## src/rtl/lk_pkg.sv

```systemverilog
// Shared definitions for the linked-list summation controller and datapath.
package lk_pkg;

  // ROM index width and the pointer value that terminates a list
  localparam int ADDR_W = 4;
  localparam logic [ADDR_W-1:0] NULL_PTR = '0;

  // Controller states
  typedef enum logic [2:0] {
    IDLE = 3'd0,
    INIT = 3'd1,
    ADD  = 3'd2,
    LINK = 3'd3,
    DONE = 3'd4,
    ERR  = 3'd5
  } lk_state_e;

  // Bit positions inside the datapath strobe bundle
  localparam int STB_SUM_SEL   = 0;
  localparam int STB_SUM_LOAD  = 1;
  localparam int STB_NEXT_SEL  = 2;
  localparam int STB_NEXT_LOAD = 3;
  localparam int STB_MEM_SEL   = 4;
  localparam int STB_W         = 5;

  // Strobe pattern for each state; select bits whose load is off are left at 0
  function automatic logic [STB_W-1:0] strobes_for(input lk_state_e s);
    logic [STB_W-1:0] v;
    v = '0;
    case (s)
      INIT: begin
        v[STB_SUM_LOAD]  = 1'b1;
        v[STB_NEXT_LOAD] = 1'b1;
      end
      ADD: begin
        v[STB_SUM_SEL]  = 1'b1;
        v[STB_SUM_LOAD] = 1'b1;
      end
      LINK: begin
        v[STB_MEM_SEL]   = 1'b1;
        v[STB_NEXT_SEL]  = 1'b1;
        v[STB_NEXT_LOAD] = 1'b1;
      end
      default: v = '0;
    endcase
    return v;
  endfunction

endpackage

```

## src/rtl/lksum_controller.sv

```systemverilog
// Moore controller sequencing the linked-list summation datapath:
// clear, then ADD/LINK per node until the fetched link is null,
// with a node counter that aborts cyclic or overlong lists.
module lksum_controller
  import lk_pkg::*;
#(
  parameter int MAX_NODES = 8,
  parameter int CNT_W     = 4
) (
  input  logic             all_clk,
  input  logic             all_reset,
  input  logic             start,
  input  logic             next_zero,
  output logic             sum_sel,
  output logic             sum_load,
  output logic             next_sel,
  output logic             next_load,
  output logic             mem_sel,
  output logic             busy,
  output logic             done,
  output logic             err,
  output logic [CNT_W-1:0] node_count
);

  lk_state_e        state_q;
  lk_state_e        state_d;
  logic [STB_W-1:0] stb;
  logic             at_limit;

  assign at_limit = (node_count == CNT_W'(MAX_NODES));

  // State register; reset returns to IDLE from anywhere, including mid-run
  always_ff @(posedge all_clk) begin
    if (all_reset) begin
      state_q <= IDLE;
    end else begin
      state_q <= state_d;
    end
  end

  // Node counter: cleared when a run is accepted, bumped once per ADD, saturating at the limit
  always_ff @(posedge all_clk) begin
    if (all_reset) begin
      node_count <= '0;
    end else if (state_q == IDLE && start) begin
      node_count <= '0;
    end else if (state_q == ADD && !at_limit) begin
      node_count <= node_count + CNT_W'(1);
    end
  end

  // Next-state and state-decoded outputs; a null link wins over the limit so a list ending exactly at the limit succeeds
  always_comb begin
    state_d = state_q;
    stb     = strobes_for(state_q);
    busy    = 1'b0;
    done    = 1'b0;
    err     = 1'b0;
    case (state_q)
      IDLE: begin
        if (start) state_d = INIT;
      end
      INIT: begin
        busy    = 1'b1;
        state_d = ADD;
      end
      ADD: begin
        busy    = 1'b1;
        state_d = LINK;
      end
      LINK: begin
        busy = 1'b1;
        if (next_zero) begin
          state_d = DONE;
        end else if (at_limit) begin
          state_d = ERR;
        end else begin
          state_d = ADD;
        end
      end
      DONE: begin
        done = 1'b1;
        if (!start) state_d = IDLE;
      end
      ERR: begin
        done = 1'b1;
        err  = 1'b1;
        if (!start) state_d = IDLE;
      end
      default: state_d = IDLE;
    endcase
  end

  assign sum_sel   = stb[STB_SUM_SEL];
  assign sum_load  = stb[STB_SUM_LOAD];
  assign next_sel  = stb[STB_NEXT_SEL];
  assign next_load = stb[STB_NEXT_LOAD];
  assign mem_sel   = stb[STB_MEM_SEL];

endmodule
```

## config.mk

```make
export PLATFORM = sky130hd
export DESIGN_NAME = lksum_controller
export DESIGN_NICKNAME = d
export VERILOG_FILES = /design/src/rtl/lk_pkg.sv /design/src/rtl/lksum_controller.sv
export SDC_FILE = /design/constraint.sdc
export NUM_CORES = 1
export LEC_CHECK = 0
export CAP_MARGIN = 20
export CORE_AREA = 2 2 39 41
export DETAILED_ROUTE_END_ITERATION = 8
export DIE_AREA = 0 0 41 43
export DONT_BUFFER_PORTS = 1
export PLACE_DENSITY = 0.51
export SETUP_SLACK_MARGIN = 0.1
export SYNTH_ARGS = -nofsm -noshare
export SYNTH_HDL_FRONTEND = slang
export SYNTH_SLANG_ARGS = --single-unit
```

## constraint.sdc

```tcl
create_clock -name all_clk -period 1.85 [get_ports all_clk]
set_clock_uncertainty 0.2 [all_clocks]
set_input_delay 0.4625 -clock all_clk [delete_from_list [all_inputs] [get_ports all_clk]]
set_output_delay 0.4625 -clock all_clk [all_outputs]
set_load 0.005 [all_outputs]
```

Word level (Yosys, flattened, before mapping) --
Cells that the tools add are included.
Storage, ports and cells: flip-flop bits (word level) 7, output and inout port bits 12, logic and storage cells 33
Cells by class: add/sub/neg operators 1, equality and inequality tests 8, muxes and demuxes 12, reduce and logical (&&, ||, !) cells 10
Operator list (count):
- $pmux 3 s5 | 1
- $mux 3 | 4
- $reduce_or 2->1 | 4
- $mux 1 | 7
- $eq 3x2->1 const B | 2
- $eq 3x3->1 const B | 2
- $add 4x1->4 const B | 1
- $eq 4x4->1 const B | 1
- $ne 2x2->1 const B | 2
- $eq 3x1->1 const B | 1
- $logic_not 3->1 | 1
- $reduce_or 3->1 | 1
- $logic_and 1x1->1 | 2
- $reduce_and 2->1 | 1
- $logic_not 1->1 | 1

Logic depth before layout (Yosys ltp) --
Gate-level depths: netlist of the first run.
word-level depth 4, depth in mapped cells 5, depth with buffers taken out 5

Worst setup path before layout of the first run --
OpenSTA, ideal clock, no wires.
kind register to output, start point register state_q[0], end point output port sum_sel, arrival time 0.910 ns, required time 1.187 ns, slack 0.277 ns, stages on the path, launching flop included 4, path buffers 1, path through dfxtp_1 -> buf_6 -> or3b_4 -> inv_2
Between the ends: cells in the longest elaborated chain, start to end 2
Ends and longest elaborated chain:
- start: declaration | RTL line lksum_controller.sv:25 | lk_state_e state_q;
- start signal: assignment | RTL line lksum_controller.sv:37 | state_q <= state_d;
- $eq 3x2->1 | RTL line lk_pkg.sv:30 | case (s)
- $mux 1 | RTL line lk_pkg.sv:30
- end: declaration | RTL line lksum_controller.sv:14 | output logic sum_sel,
Every way passes these cells.

Worst setup path in the final report of the first run --
start point register state_q[2], end point output port sum_sel
Same word-level chain as after synthesis.

==> results of run 1 <==
-- state kept, by name (all words and copies together), names as in the netlist --
name,count
state_q,3
node_count,4
-- routing by layer --
metal	up-vias	wire length (microns)	GRT usage
li1	208	-	-
met1	175	412	0.1466
met2	14	448	0.1906
met3	2	71	0.06283
met4	0	11	0.1000
met5	-	0	0
-- Yosys cell counts, drive strengths merged, types with 2 or more instances --
library cell,count,area [sq um]
a21oi,7,35.03
and3b,2,17.52
buf,3,26.27
dfxtp,7,140.1
ha,2,25.02
inv,6,22.52
nand2,2,7.510
nand3,5,25.02
nor2,4,15.01
o21ai,6,30.03
-- layout make-up --
type | count | area share
clock buffers | 4 | 0.05198
inverters | 6 | 0.04950
multi-input cells | 39 | 0.4678
flip-flops and latches | 7 | 0.2871
well taps | 16 | 0.03960
repair buffers | 7 | 0.1040
-- final timing paths --
check / startpoint / endpoint / slack, ns / cells past startpoint
min: all_reset / state_q[2]$_SDFFE_PP0P_ / 0.07 / 1
max: state_q[2]$_SDFFE_PP0P_ / sum_sel / 0.13 / 2
min reg2reg: state_q[2]$_SDFFE_PP0P_ / state_q[1]$_SDFFE_PP0P_ / 0.35 / 2
max reg2reg: state_q[2]$_SDFFE_PP0P_ / node_count[3]$_SDFFE_PP0P_ / 0.23 / 4
-- power by group through the flow --
stage          Sequential (mW)  Combinational, mW  Clock [mW]
2_1_floorplan            0.163             0.0483           0
3_3_place_gp             0.163             0.0573           0
3_5_place_dp             0.164             0.0569           0
4_1_cts                  0.159             0.0623       0.144
5_1_grt                  0.160             0.0692       0.155
6_report                 0.159             0.0618       0.138
-- cells by family after synthesis --
kind of cell | after synthesis
and+or+nand+nor | 21
DFF | 7
adders and majority gates | 2
AOI/OAI and AO/OA | 15
buffers and inverters | 10
xor gates and xnor gates | 1
-- timing repair --
action,CTS,global route
endpoints found under the setup margin,1,1
pin swaps,1,1
buffers inserted,3,0
gates resized for setup,3,1
-- stage by stage --
step | hold slack [ns] | std cells
after CTS | 0.06373 | 79
after global routing | 0.06345 | 79
after global placement | 0.3414 | 72
after floorplan | 0.3106 | 56
final | 0.06796 | 79
after detailed placement | 0.3390 | 72
==> impl_metrics.ini, run 1 <==
[min_path]
holdCritPathClass = in2reg

[cells_and_area]
drive_gt1_frac = 0.2381
syn_to_final_growth_pct = 17.44
final_cell_mix = 7 x a21oi_1, 7 x buf_4, 5 x inv_1, 5 x nand3_1, 5 x dfxtp_1
layout.cell_area.non_filler_sq_um = 505.5
sequential_cell_area_sq_um = 145.1
final_net_count = 70
multi_input_area_sq_um = 236.5
finish.utilization = 0.3653
diodes = 0
fill_cells = 147

[clocking]
htree_num_levels = 1
root_buffer = clkbuf_4
cts_tree = done
number_of_clock_sinks_seen_by_cts = 7
clkSlewWorstSetupHoldPaths_ns = 0.05
ctsLongestPathBuffers = 2
cts_inserted_buffers = 3
clk-insertion-delay-late_ns = 0.25
cts.hold.buffers_added = 0

[drt]
dr.first_iter.drc_count = 8
wire_per_inst_microns = 11.95
route.antenna.remaining_nets = 0
route.detailed.drc = 0
wirelength_microns = 944
detail_route.vias_per_cell = 5.051
drt-pass1-iter-count = 4
total_vias_in_the_final_route = 399

[setup_path]
worst-endpoint-arrival_ns = 1.06
worst_path_largest_cell_delay_ns = 0.39
crit_family = simple AND/OR/NAND/NOR gates
critPathRequiredTime_ns = 1.19
cp_slowest_cell = or3b_4
critPathBufInv = 1
worst-path-max-fanout = 4
crit_path_cell_trace = or3b_4 -> inv_4
worstSetupPathType = reg2out
endpoint_class_of_the_critical_path = primary output
worst_setup_path_start_kind = register

[power_and_ir_drop]
power.share.combinational = 0.172
switchingPower_mw = 0.09320
power_report.internal_total_mw = 0.2659
switching_part_of_the_total = 0.2595
vdd.ir_drop.worst_mv = 0.3303
clock_power_share = 0.384
power.static_leakage_nw = 0.1987
power_frac_seq = 0.444
post-layout-total-power_mw = 0.3591
p_per_area_nw_per_um2 = 710.5

[logic_synthesis]
ys_seq_elements = 7
multiplexer_share_of_the_synthesized_area = 0
syn-instance-count = 56
sequential_area_share_after_synthesis = 0.3256
synth.yosys.warnings = 0
synth_xor_xnor_area_share = 0.02035
synth-async-reset-ratio = 0
dominantRegCellSynth = dfxtp_1
synth_edf_count = 0
synth.lib_cells_used.distinct = 25
synthesis.nets = 62
simple_gate_portion_of_the_synthesized_area = 0.2849
postSynthAreaPerCell_sq_um = 7.686
synth_top_family_by_area = simple AND/OR/NAND/NOR gates
syn_area_sq_um = 430.4
adder_and_majority_cell_fraction_of_the_synthesized_area = 0.05814
synth_compound_area_frac = 0.1860

[place]
dp_slack_ns = 0.3012
number_of_input_and_output_port_buffers_inserted = 0
post_dp_cell_area_sq_um = 449.2
globalplace.congestion = 0.7097
dp.final_hpwl_microns = 708.5

[sta]
setup-tns-final_ns = 0
final-setup-viol-count = 0
slew_headroom = 0.8536
fmax_mhz = 581.3
setup_repair_after_global_routing_missed_its_margin = true
final_hold_viol_count = 0
final_critical_path_time_including_i_o_delays_and_setup_ns = 1.720
worst_slew_pin_slew_ns = 0.2176
final-max-slew-violation-count = 0
fin_ws_ns = 0.1298
final_min_period_over_clock_period = 0.9299

[floorplanning]
initial_core_util = 0.3110
die_width_microns = 41
die_y_extent_microns = 43
core-area_sq_um = 1384
fp.dieArea_sq_um = 1763
num_io_pins = 16
placementRows = 14

[global_routing]
grt_pass1_vias = 347
grt_use_total = 0.1341
grt-ovfl-total = 0
number_of_antenna_violations_at_the_first_check_in_global_routing = 0
wire_length_of_the_first_global_routing_pass_microns = 1545
grt_max_degree = 9

[job]
max_cap_check_violation_count = 0

[run_status]
run_status = finished, final reports clean
No activity file was read; power rests on OpenSTA's default activity.
==> run 2, diff against run 1 <==
--- a/config.mk
+++ b/config.mk
@@ -5,7 +5,7 @@
 export SDC_FILE = /design/constraint.sdc
 export NUM_CORES = 1
 export LEC_CHECK = 0
-export CAP_MARGIN = 20
+export CAP_MARGIN = 10
 export CORE_AREA = 2 2 39 41
 export DETAILED_ROUTE_END_ITERATION = 8
 export DIE_AREA = 0 0 41 43
==> constraint.sdc (replaced) <==
create_clock -name all_clk -period 2.2 [get_ports all_clk]
set_clock_uncertainty 0.2 [all_clocks]
set_input_delay 0.55 -clock all_clk [delete_from_list [all_inputs] [get_ports all_clk]]
set_output_delay 0.55 -clock all_clk [all_outputs]
set_load 0.005 [all_outputs]
==> run 2 against run 1 <==
  * First-iteration DRC count fell by 88%
  * Worst setup slack improved by 0.045 ns
  * Count of clock-buffer cells in the layout did not move
  * Via count fell by 3.3%
  * Critical endpoint unchanged
  * Largest power group unchanged
  * Highest routed layer unchanged
==> impl_metrics.ini, run 2 (synthesis results as in run 1) <==
[global_routing]
grt_use_total = 0.1325
number_of_antenna_violations_at_the_first_check_in_global_routing = 0
grt-ovfl-total = 0
grt_max_degree = 10
grt_pass1_vias = 365
wire_length_of_the_first_global_routing_pass_microns = 1518

[setup_path]
crit_family = simple AND/OR/NAND/NOR gates
worst-endpoint-arrival_ns = 1.28
worst_path_largest_cell_delay_ns = 0.46
critical_path.startpoint = state_q[1]$_SDFFE_PP0P_
worst-path-max-fanout = 8
cp_slowest_cell = or3b_4
timing.rr.start = state_q[1]$_SDFFE_PP0P_
critPathRequiredTime_ns = 1.45
critPathBufInv = 1
endpoint_class_of_the_critical_path = primary output
worst_setup_path_start_kind = register
crit_path_cell_trace = or3b_4 -> inv_2
worstSetupPathType = reg2out

[clocking]
cts_inserted_buffers = 3
cts_tree = done
cts.hold.buffers_added = 0
clk-insertion-delay-late_ns = 0.26
clkSlewWorstSetupHoldPaths_ns = 0.05
ctsLongestPathBuffers = 2
root_buffer = clkbuf_4
post_cts_resize_count = 0
number_of_clock_sinks_seen_by_cts = 7
htree_num_levels = 1
post-cts-setup-buffers = 0

[job]
max_cap_check_violation_count = 0

[drt]
wire_per_inst_microns = 12.65
route.antenna.remaining_nets = 0
route.detailed.drc = 0
route.layer.met1.wl_microns = 396
total_vias_in_the_final_route = 386
route.met2.wl_microns = 411
wl_met3_microns = 63
wirelength_microns = 911
drt-pass1-iter-count = 2
dr.first_iter.drc_count = 1
top_layer = met4
detail_route.vias_per_cell = 5.361

[power_and_ir_drop]
power_frac_seq = 0.471
clock_power_share = 0.417
power.share.combinational = 0.112
switching_part_of_the_total = 0.2824
p_per_area_nw_per_um2 = 676.0
power_report.internal_total_mw = 0.2161
power.static_leakage_nw = 0.1614
switchingPower_mw = 0.08503
vdd.ir_drop.worst_mv = 0.2366

[cells_and_area]
syn_to_final_growth_pct = 3.488
final_net_count = 63
biggestRegsByFlops = node_count x4, state_q x3
layout.cell_area.non_filler_sq_um = 445.4
final_cell_mix = 7 x a21oi_1, 7 x dfxtp_1, 5 x inv_1, 5 x nand3_1
finish.cell_count_without_fillers = 72
diodes = 0
drive_gt1_frac = 0.1071
largest_register = node_count
largest_reg_flops = 4

[floorplanning]
num_io_pins = 16
core-area_sq_um = 1384
fp.dieArea_sq_um = 1763
initial_core_util = 0.3110
placementRows = 14
die_width_microns = 41
die_y_extent_microns = 43

[sta]
worst_slew_pin_slew_ns = 0.3147
setup_repair_after_global_routing_missed_its_margin = false
final_hold_viol_count = 0
final_critical_path_time_including_i_o_delays_and_setup_ns = 2.026
fin_ws_ns = 0.1743
final_min_period_over_clock_period = 0.9208
final-max-slew-violation-count = 0
fmax_mhz = 493.6
setup-tns-final_ns = 0
slew_headroom = 0.7899
final-setup-viol-count = 0

[run_status]
run_status = finished, final reports clean

[place]
dp.final_hpwl_microns = 678.4
dp_slack_ns = 0.4598
post_dp_cell_area_sq_um = 419.2
dp_cells = 68
number_of_input_and_output_port_buffers_inserted = 0
globalplace.congestion = 0.6814

[min_path]
holdCritPathClass = in2reg
hp-start = all_reset
[run 2: cell count changes in the layout (fill, tap and decap cells not counted), sizes merged]
cell / previous run / this run
buf: 7 / 0
[run 2: cell type report]
cell class                      count  area [sq um]
Clock buffer                        4         26.28
Fill cell                         158         938.4
Inverter                            6         22.52
Multi-Input combinational cell     39         236.5
Sequential cell                     7         140.1
Tap cell                           16         20.02
[run 2: power by group through the flow]
stage	combinational (mW)	clock [mW]	sequential [mW]
3_3_place_gp	0.0339	0	0.144
2_1_floorplan	0.0406	0	0.137
5_1_grt	0.0389	0.137	0.143
6_report	0.0337	0.126	0.142
3_5_place_dp	0.0341	0	0.145
4_1_cts	0.0342	0.129	0.142
[run 2: path summary, 6_finish.rpt]
path / endpoint / slack (ns) / cells after the start
max reg2reg: node_count[3]$_SDFFE_PP0P_ / 0.54 / 3
min reg2reg: node_count[0]$_SDFFE_PP0P_ / 0.35 / 2
max: sum_sel / 0.17 / 2
min: state_q[2]$_SDFFE_PP0P_ / 0.15 / 1
[run 2: through the flow]
step                utilization  hold WS, ns  power, mW
detailed placement       0.3029       0.3557     0.1786
global route             0.3219       0.1434     0.3189
global placement         0.3029       0.3525     0.1778
finish                   0.3219       0.1547     0.3011
CTS                      0.3219       0.1480     0.3049
floorplan                     -       0.3106     0.1776
[run 2: routing by layer]
metal,vias up,track usage
met5,-,0
li1,194,-
met3,5,0.05759
met2,10,0.1781
met1,177,0.1479
met4,0,0.1200
